--- src/rtl/pipe_latch_chain.sv ---
// pipe_latch_chain
//   A chain of STAGES registered slots, each W bits wide with its own valid
//   bit, placed between a producer and a consumer pipeline stage. Words move
//   toward the output one slot per clock. A valid slot advances whenever its
//   successor is empty or emptying on the same edge, so bubbles collapse
//   while the consumer is stalled. Each slot can be flushed on its own, a
//   global stall freezes all movement, and the number of valid slots is
//   reported.
//
// Parameters
//   W       payload width in bits (>= 1)
//   STAGES  number of slots (>= 1); slot 0 is the input side and slot
//           STAGES-1 drives the outputs
//   CW      occupancy width; 2**CW must be greater than STAGES
//
// Ports
//   clk         rising-edge clock
//   rst         synchronous active-high reset; clears all valid and data
//   in_valid    producer presents in_data
//   in_ready    chain accepts in_data this cycle
//   in_data     payload from producer
//   out_valid   last slot holds valid data and no stall is active
//   out_ready   consumer accepts out_data this cycle
//   out_data    payload of the last slot
//   stall       global freeze; no slot moves and no transfer happens
//   flush       bit i clears the valid bit of slot i at this edge
//   slot_valid  valid bit of each slot
//   occupancy   number of valid slots
module pipe_latch_chain #(
  parameter int W      = 32,
  parameter int STAGES = 4,
  parameter int CW     = 3
) (
  input  logic              clk,
  input  logic              rst,
  input  logic              in_valid,
  output logic              in_ready,
  input  logic [W-1:0]      in_data,
  output logic              out_valid,
  input  logic              out_ready,
  output logic [W-1:0]      out_data,
  input  logic              stall,
  input  logic [STAGES-1:0] flush,
  output logic [STAGES-1:0] slot_valid,
  output logic [CW-1:0]     occupancy
);

  logic [STAGES-1:0] v;
  logic [W-1:0]      d [STAGES];
  logic [STAGES-1:0] mv;
  logic              accept;

  function automatic logic [CW-1:0] popcount(input logic [STAGES-1:0] x);
    logic [CW-1:0] c;
    c = '0;
    for (int i = 0; i < STAGES; i++) begin
      c = c + CW'(x[i]);
    end
    return c;
  endfunction

  // Movement resolves from the output end backward: a slot may advance only
  // when its successor is empty or is itself advancing on this edge.
  always_comb begin
    mv = '0;
    if (!stall) begin
      mv[STAGES-1] = v[STAGES-1] & out_ready;
      for (int i = STAGES - 2; i >= 0; i--) begin
        mv[i] = v[i] & (!v[i+1] | mv[i+1]);
      end
    end
  end

  assign in_ready   = !stall & (!v[0] | mv[0]);
  assign accept     = in_valid & in_ready;
  assign out_valid  = v[STAGES-1] & !stall;
  assign out_data   = d[STAGES-1];
  assign slot_valid = v;
  assign occupancy  = popcount(v);

  // Slot registers. The flush is applied last so that it kills whatever the
  // slot holds after this edge, including a word that just moved in. A word
  // moving out of a flushed slot still reaches its destination.
  always_ff @(posedge clk) begin
    if (rst) begin
      v <= '0;
      for (int i = 0; i < STAGES; i++) begin
        d[i] <= '0;
      end
    end else begin
      if (accept) begin
        d[0] <= in_data;
        v[0] <= 1'b1;
      end else if (mv[0]) begin
        v[0] <= 1'b0;
      end
      for (int i = 1; i < STAGES; i++) begin
        if (mv[i-1]) begin
          d[i] <= d[i-1];
          v[i] <= 1'b1;
        end else if (mv[i]) begin
          v[i] <= 1'b0;
        end
      end
      for (int i = 0; i < STAGES; i++) begin
        if (flush[i]) begin
          v[i] <= 1'b0;
        end
      end
    end
  end

endmodule
--- config.mk ---
export PLATFORM = sky130hd
export DESIGN_NAME = pipe_latch_chain
export DESIGN_NICKNAME = d
export VERILOG_FILES = /design/src/rtl/pipe_latch_chain.sv
export SDC_FILE = /design/constraint.sdc
export NUM_CORES = 1
export LEC_CHECK = 0
export ABC_AREA = 0
export BUFFER_PORTS_ARGS = -buffer_cell sky130_fd_sc_hd__buf_4
export CORE_ASPECT_RATIO = 0.75
export CORE_MARGIN = 2
export CORE_UTILIZATION = 25
export DETAILED_ROUTE_END_ITERATION = 10
export PLACE_DENSITY = 0.48
export SETUP_SLACK_MARGIN = 0.15
export SLEW_MARGIN = 20
export SYNTH_ARGS = -nofsm -noshare
export SYNTH_HDL_FRONTEND = slang
export SYNTH_SLANG_ARGS = --single-unit
--- constraint.sdc ---
create_clock -name clk -period 3.45 [get_ports clk]
set_clock_uncertainty 0.1 [all_clocks]
set_input_delay 0.345 -clock clk [delete_from_list [all_inputs] [get_ports clk]]
set_output_delay 0.345 -clock clk [all_outputs]
set_load 0.03 [all_outputs]
Word level (Yosys, flattened, before mapping)
Memory sizes are Yosys's and may differ from the RTL's. Cells that the tools add are included.

$add $sub $neg: 3. Multiplexer cells: 27. Bitwise operators: 15. Reductions and logical operators: 13.

Operator list (number): $mux W32 (4); $mux W1 (22); $or A1 B1 Y1 (8); $reduce_bool A2 Y1 (4); $reduce_or A2 Y1 (4); $and A1 B1 Y1 (7); $logic_not A1 Y1 (5); $mux W4 (1); $add A2 B1 Y3 (1); $add A3 B1 Y3 (1); $add A1 B1 Y2 (1).

Register bits: 4. Bits in writable memories: 128. Bits of input ports: 41. Word-level logic and storage cells: 63. Memories kept: 1.

Memories: d (words 4, width 32, rd ports 4, clocked after memory_dff 0, wr ports 4, RTL line 49) `logic [W-1:0] d [STAGES];`.

Depth between registers and ports, before layout
Depth after elaboration: 15. Mapped depth: 5. Depth with buffers taken out: 5.

Worst setup path before layout
Ideal clock, no wire load.

Path type: register to register. From: register v[1], in the netlist slot_valid[1]. To: memory d[2][0], in the netlist d[0][64] (enable). Arrival: 2.420 ns. Setup slack: 0.502 ns. Stages on the path, launching flop included: 3. Path buffers: 0. Clock period less this slack: 2.948 ns. Cell sequence: dfxtp_1 nand2b_1 o21bai_1.

RTL lines: from (decl) (RTL line 48) `logic [STAGES-1:0] v;`; from (signal assigned) (RTL line 86) `v <= '0;`; from (signal, indexed assignment) (RTL line 100) `v[i] <= 1'b1;`; from (signal, indexed assignment) (RTL line 102) `v[i] <= 1'b0;`; to (decl) (RTL line 49).

Worst setup path after layout
From: register v[1], in the netlist slot_valid[1]. To: output occupancy[1].

Word-level cells in the longest chain between the ends: 3.

RTL lines: $add A1 B1 Y2 (RTL line 57) `c = c + CW'(x[i]);`; $add A2 B1 Y3 (RTL line 57); $add A3 B1 Y3 (RTL line 57); to (decl) (RTL line 45) `output logic [CW-1:0] occupancy`.

No other way between the ends.

==> results.cfg <==
[run_status]
status = completed

[sta]
timing_hold_violations_final = 0
setup_violations = 0
fin_crit_ps = 2730
maxSlewViolCount = 0
rsz0062_at_grt = false
min_period_over_period_pct = 79.1
worst_slew_pin_slew_ps = 751
fin_setup_tns_ps = 0
max_slew_margin_pct = 49.8
max_clock_freq_mhz = 366

[placed_design]
gp_congestion = 0.741
dpl.hpwl_mm = 6.16
io_buffer_count = 81

[cells_and_area]
areaGrowthSynthToFinish_pct = 22.5
seq_area_sq_mm = 0.00392
multi_input_area_sq_mm = 0.00111
layout-drive-gt1-share_pct = 32.0
n_antenna_cell = 0
fillers = 2162
nets = 448

[critical_path]
critPathCaptureType = primary output
path_cells = inv_1, fa_1, inv_1, ha_1, ha_1, buf_4
rrSetupSlack_ps = 1400
timing.rr.end = d[0][40]
cpLargestDelayFamily = adder cells
crit_required_ps = 3000
worst_r2r_path_depth = 3
slowest_stage = dfxtp_1
critPathMaxStageDelay_ps = 580
startpoint_type = flip-flop
crit_arrival_ps = 2290
crit_fanout = 9
timing.rr.start = slot_valid[3]
path_buf_inv = 3
worstSetupPathType = flip-flop to primary output

[logic_synthesis]
synth_top_area_share_pct = 71.2
synth_area_per_cell_sq_um = 15.7
syn-cell-area_sq_mm = 0.00540
synth-seq-area-share_pct = 72.7
synth_nets = 388
yosysTopAreaCell = edfxtp_1
synth_cells = 344
synth_most_common_cell = edfxtp_1
synthTopCellsByCount = edfxtp_1 (128), and2_1 (108), buf_4 (32)
ys_ff_latch = 132
synth.area.top_cells = edfxtp_1 (71%), and2_1 (13%), buf_4 (4.5%)
ys.flop_type = edfxtp_1
ys_types = 30
synth-edff-count = 128
async_reset_ff_share_pct = 0
ys_warn_count = 0

[worst_hold_path]
hold_path_end = d[0][31]
worstHoldStart = in_data[31]
holdPathStages = 2
hold_path_class = primary input to flip-flop

[drt]
drc = 0
drtPass1Iterations = 4
viasPerCell = 3.35
wl_per_cell_microns = 11.7
vias = 2357
routed_wl_mm = 8.21
antenna_left = 0
drt_iter0_markers = 76

[power]
vdd_ir_drop_max_mv = 0.306
p_leak_nw = 2.56
powerDensity_mw_per_mm2 = 545
total_power_w = 0.00361

[clock_tree]
cts_buffer_depth = 2
cts_sinks = 132
cts-buffers-inserted = 17
cts_resized = 0
cts_root_buf = clkbuf_16
cts_max_level = 4
clk_latency_ps = 400
path_clk_slew_ps = 50
cts_tree = built

[grt]
grt_usage_pct = 7.67
grt_pass1_wl_mm = 13.3
antenna_found_initial = 0
grt_pass1_vias = 2392
gr-total-overflow = 0
grt_max_degree = 33

[job]
maxCapViolations = 0

[die]
die_x_microns = 174
row_count = 46
start_util_pct = 25.5
ioPinCount = 82
design.core.area_sq_mm = 0.0212
dieHeight_microns = 131
die_area_sq_mm = 0.0228
## worst max path at each step
stage / to / from / cells after the start
after floorplan: d[0][64] / slot_valid[1] / 2
after global placement: d[0][16] / out_ready / 4
after detailed placement: d[0][16] / out_ready / 4
after CTS: occupancy[1] / slot_valid[1] / 6
after global routing: occupancy[1] / slot_valid[1] / 6
final: occupancy[1] / slot_valid[1] / 6
## logic make-up after synthesis
logic type,synth area share (%)
simple gates,17.2
flops,72.7
buf+inv,7.03
compound gates,2.18
fa+ha+maj,0.835
## registers in the layout, summed over array words and instances (netlist names)
name and cells:
slot_valid 4, d 128
## power by group
group,internal [W],switching [W]
registers,0.00183,0.0000166
clock network,0.00104,0.000565
logic,0.0000656,0.0000901
## metrics by stage
stage	utilization (%)	cells	hold slack, ps	instance area (sq um)	worst slack, ps
4_1_cts	31.2	703	112	6610	691
3_5_place_dp	28.5	669	404	6040	1120
3_3_place_gp	28.5	669	405	6030	1180
5_1_grt	31.2	703	118	6610	566
2_1_floorplan	-	344	318	5400	502
6_report	31.2	703	128	6610	720
## timing repair
| action | CTS | global route |
|---|---|---|
| hold buffers | 4 | 0 |
| setup buffers | 0 | 0 |
| hold endpoints to repair | 4 | 0 |
## placed cells by master, fill, tap and decap left out, types with 2 or more instances in the layout
cell | Yosys | final
buf_4 | 32 | 84
a21oi_1 | 3 | 3
ha_1 | 2 | 2
edfxtp_1 | 128 | 128
clkinv_2 | 0 | 2
inv_1 | 5 | 5
a211oi_1 | 3 | 3
and2b_1 | 2 | 2
nand2b_1 | 4 | 4
clkbuf_1 | 4 | 4
and2_1 | 108 | 108
and2_2 | 20 | 20
clkinv_1 | 0 | 5
dlygate4sd3_1 | 0 | 4
o21ai_0 | 2 | 2
bufinv_16 | 0 | 2
dfxtp_1 | 4 | 4
clkbuf_16 | 0 | 17
## metal layers
| layer | track usage (%) | share of wire (%) |
|---|---|---|
| met4 | 3.64 | 2.0 |
| met1 | 12.5 | 60 |
| met5 | 0 | 0 |
| met2 | 8.31 | 34 |
| met3 | 2.86 | 4.8 |
## area by class of cell
cell class / instances / share of cell area [%]
Clock buffer: 21 / 6.66
Clock inverter: 9 / 1.34
Inverter: 5 / 0.284
Multi-Input combinational cell: 160 / 16.8
Sequential cell: 132 / 59.3
Tap cell: 288 / 5.45
Timing Repair Buffer: 88 / 10.1
Note: power is estimated with default switching activity, not from simulation.
